$ cat src/rtl/mesh_wh_packetizer.sv
// Purpose: wraps a message request (dst row/col, length) and its payload words into one wormhole packet (HEAD, BODY..., TAIL).
// Latency: each flit is valid on ochan one cycle after its msg/pld handshake; sustains 1 flit/cycle while ochan_rdy_i=1.
// Backpressure: single output register; msg_rdy_o/pld_rdy_o drop combinationally whenever a valid flit is stalled.
//
// Ports:
//   clk_i, rst_ni                                  clock, async active-low reset
//   msg_vld_i/msg_rdy_o, msg_dst_row_i/_col_i, msg_len_i   message request channel
//   pld_data_i, pld_vld_i/pld_rdy_o                payload word channel
//   ochan_data_o, ochan_vld_o/ochan_rdy_i          flit output to the node's resource input
//   err_o                                          1-cycle pulse: request dropped for out-of-mesh address
//   pckt_cnt_o                                     wrapping count of tails taken by the NoC
module mesh_wh_packetizer #(
  parameter int ROW_N     = 3,
  parameter int COL_M     = 3,
  parameter int FLIT_ID_W = 2,
  parameter int CHANNEL_W = 10,
  parameter int LEN_W     = 4,
  localparam int ROW_W    = (ROW_N > 1) ? $clog2(ROW_N) : 1,
  localparam int COL_W    = (COL_M > 1) ? $clog2(COL_M) : 1,
  localparam int DATA_W   = CHANNEL_W - FLIT_ID_W
) (
  input  logic                 clk_i,
  input  logic                 rst_ni,
  input  logic                 msg_vld_i,
  output logic                 msg_rdy_o,
  input  logic [ROW_W-1:0]     msg_dst_row_i,
  input  logic [COL_W-1:0]     msg_dst_col_i,
  input  logic [LEN_W-1:0]     msg_len_i,
  input  logic [DATA_W-1:0]    pld_data_i,
  input  logic                 pld_vld_i,
  output logic                 pld_rdy_o,
  output logic [CHANNEL_W-1:0] ochan_data_o,
  output logic                 ochan_vld_o,
  input  logic                 ochan_rdy_i,
  output logic                 err_o,
  output logic [15:0]          pckt_cnt_o
);

  localparam logic [FLIT_ID_W-1:0] ID_HEAD = FLIT_ID_W'(1);
  localparam logic [FLIT_ID_W-1:0] ID_BODY = FLIT_ID_W'(2);
  localparam logic [FLIT_ID_W-1:0] ID_TAIL = FLIT_ID_W'(3);

  // One extra bit so ROW_N/COL_M equal to 2^W still compare correctly.
  localparam logic [ROW_W:0] ROW_LIM = ROW_N[ROW_W:0];
  localparam logic [COL_W:0] COL_LIM = COL_M[COL_W:0];

  typedef enum logic [1:0] {
    S_IDLE    = 2'd0,
    S_PAYLOAD = 2'd1,
    S_ZTAIL   = 2'd2
  } state_t;

  state_t               state;
  logic [LEN_W-1:0]     rem;

  logic                 slot_free;
  logic                 msg_hs;
  logic                 pld_hs;
  logic                 addr_ok;
  logic                 last_pld;
  logic                 load;
  logic [CHANNEL_W-1:0] load_dat;
  logic [DATA_W-1:0]    head_dat;

  // The output register can take a new flit when it is empty or being drained this cycle.
  assign slot_free = !ochan_vld_o || ochan_rdy_i;
  assign msg_rdy_o = (state == S_IDLE) && slot_free;
  assign pld_rdy_o = (state == S_PAYLOAD) && slot_free;

  assign msg_hs   = msg_vld_i && msg_rdy_o;
  assign pld_hs   = pld_vld_i && pld_rdy_o;
  assign addr_ok  = ({1'b0, msg_dst_row_i} < ROW_LIM) && ({1'b0, msg_dst_col_i} < COL_LIM);
  assign last_pld = (rem == LEN_W'(1));

  always_comb begin
    head_dat                  = '0;
    head_dat[COL_W-1:0]       = msg_dst_col_i;
    head_dat[COL_W +: ROW_W]  = msg_dst_row_i;
  end

  // Next flit to place in the output register, if any.
  always_comb begin
    load     = 1'b0;
    load_dat = '0;
    case (state)
      S_IDLE: begin
        if (msg_hs && addr_ok) begin
          load     = 1'b1;
          load_dat = {ID_HEAD, head_dat};
        end
      end
      S_PAYLOAD: begin
        if (pld_hs) begin
          load     = 1'b1;
          load_dat = {(last_pld ? ID_TAIL : ID_BODY), pld_data_i};
        end
      end
      S_ZTAIL: begin
        // Zero-length message: close the packet with an empty tail.
        if (slot_free) begin
          load     = 1'b1;
          load_dat = {ID_TAIL, DATA_W'(0)};
        end
      end
      default: ;
    endcase
  end

  always_ff @(posedge clk_i or negedge rst_ni) begin
    if (!rst_ni) begin
      state        <= S_IDLE;
      rem          <= '0;
      ochan_vld_o  <= 1'b0;
      ochan_data_o <= '0;
      err_o        <= 1'b0;
      pckt_cnt_o   <= '0;
    end else begin
      err_o <= msg_hs && !addr_ok;

      if (ochan_vld_o && ochan_rdy_i && (ochan_data_o[CHANNEL_W-1 -: FLIT_ID_W] == ID_TAIL))
        pckt_cnt_o <= pckt_cnt_o + 16'd1;

      // A load in the drain cycle keeps vld high; data only changes on a load, so it is frozen while stalled.
      if (load) begin
        ochan_data_o <= load_dat;
        ochan_vld_o  <= 1'b1;
      end else if (ochan_rdy_i) begin
        ochan_vld_o  <= 1'b0;
      end

      case (state)
        S_IDLE: begin
          if (msg_hs && addr_ok) begin
            rem   <= msg_len_i;
            state <= (msg_len_i != '0) ? S_PAYLOAD : S_ZTAIL;
          end
        end
        S_PAYLOAD: begin
          if (pld_hs) begin
            rem <= rem - LEN_W'(1);
            if (last_pld) state <= S_IDLE;
          end
        end
        S_ZTAIL: begin
          if (slot_free) state <= S_IDLE;
        end
        default: state <= S_IDLE;
      endcase
    end
  end

endmodule

$ cat config.mk
export PLATFORM = sky130hd
export DESIGN_NAME = mesh_wh_packetizer
export DESIGN_NICKNAME = d
export VERILOG_FILES = /design/src/rtl/mesh_wh_packetizer.sv
export SDC_FILE = /design/constraint.sdc
export NUM_CORES = 1
export LEC_CHECK = 0
export BUFFER_PORTS_ARGS = -buffer_cell sky130_fd_sc_hd__buf_2
export CORE_MARGIN = 10
export CORE_UTILIZATION = 54
export DETAILED_ROUTE_END_ITERATION = 16
export GPL_TIMING_DRIVEN = 0
export PLACE_DENSITY = 0.88
export SYNTH_ARGS = -nofsm -noshare
export SYNTH_HDL_FRONTEND = slang
export SYNTH_SLANG_ARGS = --single-unit
$ cat constraint.sdc
create_clock -name clk_i -period 2.8 [get_ports clk_i]
set_input_delay 0.56 -clock clk_i [delete_from_list [all_inputs] [get_ports clk_i]]
set_output_delay 0.56 -clock clk_i [all_outputs]
set_load 0.005 [all_outputs]
# Word level (Yosys, flattened, before mapping)
# Cells that the tools add are included.
[classes]
n_eq_ne = 8
n_reduce_logical = 18
magnitude_cmp = 2
n_mux = 20
addsub = 2
[op_table]
columns = ["cell", "count"]
rows = [
  ["case mux 10 bit (3 select lines)", 1],
  ["two-way mux 10 bit", 2],
  ["adder 16 x 1 -> 16 bit (second input constant)", 1],
  ["two-way mux 2 bit", 5],
  ["logical AND 1 bit", 9],
  ["two-way mux 9 bit", 1],
  ["two-way mux 4 bit", 2],
  ["case mux 4 bit (2 select lines)", 1],
  ["two-way mux 1 bit", 6],
  ["!= test 2 bit (second input constant)", 3],
  ["case mux 2 bit (3 select lines)", 1],
  ["equality test 2 bit (second input constant)", 2],
  ["equality test 4 x 1 -> 1 bit (second input constant)", 1],
  ["less-than comparator 2 bit (second input constant)", 2],
  ["AND reduction 4 bit", 1],
  ["nonzero test 2 bit", 2],
  ["nonzero test 4 bit", 1],
  ["subtractor 4 x 1 -> 4 bit (second input constant)", 1],
  ["case mux 1 bit (3 select lines)", 1],
  ["AND reduction 3 bit", 1],
  ["equality test 2 x 1 -> 1 bit (second input constant)", 1],
  ["logical NOT 1 bit", 2],
  ["logical NOT 2 bit", 1],
  ["!= test 2 x 1 -> 1 bit (second input constant)", 1],
  ["logical OR 1 bit", 1],
]
[totals]
word_cells = 56
register_bits = 34
in_bits = 21
out_inout_bits = 30

# Logic depth before layout (Yosys ltp)
[logic_depth]
ltp_word = 8
mapped_depth = 5
ltp_nobuf = 5

# Worst setup path after synthesis
# No wires, ideal clock.
[synth_path]
kind = "input port to flip-flop"
startpoint = "input msg_len_i[2]"
endpoint = "register state[1]"
t_arrival_ps = 1579
setup_time_ps = 78
cell_stages = 3
required_time_ps = 2722
slack_ps = 1143
n_path_buf = 0
path_cell_list = "or4_4 or4_1 a21oi_1"
[synth_via]
elab_chain_len = 4
[synth_rtl]
columns = ["item", "line_no", "text"]
rows = [
  ["start, declared", "28", "input logic [LEN_W-1:0] msg_len_i,"],
  ["nonzero test 4 bit", "135", "state <= (msg_len_i != '0) ? S_PAYLOAD : S_ZTAIL;"],
  ["two-way mux 2 bit", "135", ""],
  ["two-way mux 2 bit", "133", "if (msg_hs && addr_ok) begin"],
  ["case mux 2 bit (3 select lines)", "131", "case (state)"],
  ["end signal, assigned", "135", ""],
  ["end, declared", "53", "state_t state;"],
]
# Every way passes these cells. The select of a mux whose other input is x is not followed.
# A chain may end at the register's enable or synchronous reset.

# Final worst setup path
[layout_path]
startpoint = "register ochan_vld_o"
endpoint = "output pld_rdy_o"
[layout_via]
elab_chain_len = 3
[layout_rtl]
columns = ["item", "line_no", "text"]
rows = [
  ["start, declared", "33", "output logic ochan_vld_o,"],
  ["start signal, assigned", "113", "ochan_vld_o <= 1'b0;"],
  ["start signal, assigned", "126", "ochan_vld_o <= 1'b1;"],
  ["start signal, assigned", "128", "ochan_vld_o <= 1'b0;"],
  ["logical NOT 1 bit", "66", "assign slot_free = !ochan_vld_o || ochan_rdy_i;"],
  ["logical OR 1 bit", "66", ""],
  ["logical AND 1 bit", "68", "assign pld_rdy_o = (state == S_PAYLOAD) && slot_free;"],
  ["end, declared", "31", "output logic pld_rdy_o,"],
]
# Every way passes these cells.

==> results.sh <==
export IMPL_cts_sinks=34
export IMPL_dp_hpwl_um=2980
export IMPL_place_congestion=0.793
export IMPL_fp_dieH_um=75.5
export IMPL_synth_warnings=0
export IMPL_syn_inst=162
export IMPL_syn_cell_area_sq_mm=0.00167
export IMPL_routed_via_count=1472
export IMPL_finalWirelength_um=4010
export IMPL_syn_area_per_cell_sq_um=10.3
export IMPL_synth_ff_type="dfrtp_1"
export IMPL_cts_max_level=2
export IMPL_layout_drive_gt1_share_pct=32.3
export IMPL_setup_viol=0
export IMPL_worstPathRequired_ns=2.24
export IMPL_diodes=0
export IMPL_finalCriticalPeriod_ns=2.18
export IMPL_fin_nets=243
export IMPL_power_switching_mw=0.386
export IMPL_numCtsBuffers=5
export IMPL_drt_iter0_markers=97
export IMPL_status="finished clean"
export IMPL_yosysTopAreaCell="dfrtp_1"
export IMPL_yosysSeqAreaShare_pct=51.1
export IMPL_synth_edf_count=0
export IMPL_overflow=0
export IMPL_finalSetupTns_ns=0
export IMPL_grt_pass1_wl_um=6740
export IMPL_critical_path_arrival_ns=1.62
export IMPL_via_per_inst=5.82
export IMPL_synth_common_cells="dfrtp_1, nand2_1, nand3_1"
export IMPL_cts_tree="built"
export IMPL_grt_start_max_net_pins=35
export IMPL_cts_resized=0
export IMPL_pwr_share_clk_pct=27.4
export IMPL_globalRouteTotalUtil_pct=15.1
export IMPL_drv_slew=0
export IMPL_synthTopCellsByArea="dfrtp_1, xnor2_1, nand2_1, nand3_1, o21ai_0"
export IMPL_clockBufferDepth=2
export IMPL_power_mw=1.28
export IMPL_ios=51
export IMPL_leakagePower_nw=1.04
export IMPL_synth_most_common_cell="dfrtp_1"
export IMPL_dr_pass1_iters=4
export IMPL_async_flop_share_pct=100
export IMPL_grt_pass1_vias=1548
export IMPL_cp_max_fo=10
export IMPL_worst_hold_slack_ns=0.273
export IMPL_p_per_area_mw_per_mm2=630
export IMPL_max_freq_mhz=459
export IMPL_die_w_um=75.5
export IMPL_insertion_delay_ns=0.33
export IMPL_hold_path_class="in2async"
export IMPL_synth_distinct_cells=44
export IMPL_synth_top_area_share_pct=51.1
export IMPL_dieArea_sq_mm=0.00571
export IMPL_path_class="reg2out"
export IMPL_peakVddDrop_uv=481
export IMPL_switching_share_pct=30.1
export IMPL_p_seq_share_pct=49.9
export IMPL_rsz0062_at_grt="false"
export IMPL_initial_utilization_pct=55.5
export IMPL_row_count=20
export IMPL_hold_viol_final=0
export IMPL_syn_to_final_growth_pct=22.2
export IMPL_cts_root_buf="clkbuf_4"
export IMPL_worstMarginPinSlew_ns=0.738
export IMPL_post_drt_wl_per_cell_um=15.8
export IMPL_antenna_found_initial=0
export IMPL_core_area_sq_mm=0.00300
export IMPL_crit_path_start_kind="flop"
export IMPL_cts_setup_buffers=0
export IMPL_comb_power_share_pct=22.7
export IMPL_drc=0
export IMPL_slew_limit_headroom_pct=50.8
export IMPL_endpoint_kind="output pin"
export IMPL_cts_hold_buf=0
export IMPL_port_buffers=50
export IMPL_path_clk_slew_ns=0.11
export IMPL_synth_nets=186
export IMPL_internal_power_mw=0.895
export IMPL_finClkSkew_ns=0.00713
export IMPL_synth_ff_latch_count=34
export IMPL_maxCapViolCount=0
export IMPL_ant_nets=0
export IMPL_fin_crit_sh_pct=77.7
-- placed cells by master, fill, tap and decap left out, types with 2 or more instances in the layout --
cell type and n:
o221a_2 2, and4_1 2, clkinv_2 2, dfrtp_1 34
ha_1 3, and3_1 2, nand2_1 22, and2_1 2
buf_2 55, inv_1 5, xor2_1 4, nand2b_1 2
a21o_1 3, nand3_1 15, xnor2_1 11, nor2_1 9
a22o_1 4, o21ai_0 10, clkbuf_4 5
-- area by class of cell --
class / instances / area, sq um
well taps: 33 / 41.3
clock inverters: 3 / 40.0
inverters: 5 / 18.8
fillers: 244 / 968
flip-flops and latches: 34 / 851
clock buffers: 5 / 37.5
plain buffers: 6 / 28.8
repair buffers: 50 / 250
multi-input cells: 117 / 767
-- stage by stage --
stage	instance area, sq um	instances	setup WS (ns)	util [%]
2_1_floorplan	1670	162	1.14	-
3_3_place_gp	1960	245	0.787	65.2
6_report	2030	253	0.623	67.8
3_5_place_dp	1960	245	0.783	65.2
5_1_grt	2030	253	0.527	67.8
4_1_cts	2030	253	0.622	67.8
-- routing by layer --
layer | track usage (%) | up-vias | share of wire, % | wire, um
met5 | 0 | - | 0 | 0
met4 | 4.95 | 0 | 1.4 | 55
met3 | 6.77 | 8 | 9.9 | 397
met2 | 25.9 | 54 | 50 | 2010
met1 | 16.3 | 715 | 39 | 1550
li1 | - | 695 | - | -
-- state kept, by name, indices dropped and copies added (netlist names) --
register	count
err_o	1
ochan_data_o	10
ochan_vld_o	1
pckt_cnt_o	16
rem	4
state	2
-- logic make-up (layout without fill, tap and decap cells) --
family	after synthesis	after routing	synth area share, %
flip-flops	34	34	51.1
XOR/XNOR	15	15	7.89
AO/OA/AOI/OAI	29	29	12.5
buffers and inverters	11	69	2.85
adder cells (fa/ha/maj)	3	3	2.25
AND/OR/NAND/NOR	70	70	23.4
-- power by group through the flow --
stage	logic [mW]	registers, mW	clock network (mW)
finish	0.291	0.639	0.351
global route	0.333	0.652	0.386
CTS	0.297	0.638	0.362
detailed placement	0.291	0.647	0
global placement	0.279	0.644	0
floorplan	0.163	0.641	0
-- critical path, stage by stage (launching register included) --
cell and delay, ns:
dfrtp_1 0.42, nor2b_1 0.37, buf_2 0.29, nor3b_1 0.08
buf_2 0.13
-- worst paths after layout --
check | from | to | slack [ns] | depth (start not counted)
setup / recovery | ochan_vld_o | pld_rdy_o | 0.62 | 4
hold / removal | rst_ni | rem[3] | 0.27 | 1
setup reg to reg | ochan_vld_o | rem[1] | 1.19 | 5
hold reg to reg | pckt_cnt_o[15] | pckt_cnt_o[15] | 0.48 | 1
max in group asynchronous | rst_ni | err_o | 2.05 | 1
min in group clk_i | pld_data_i[0] | ochan_data_o[0] | 0.43 | 3
Note: power is estimated with default switching activity, not from simulation.
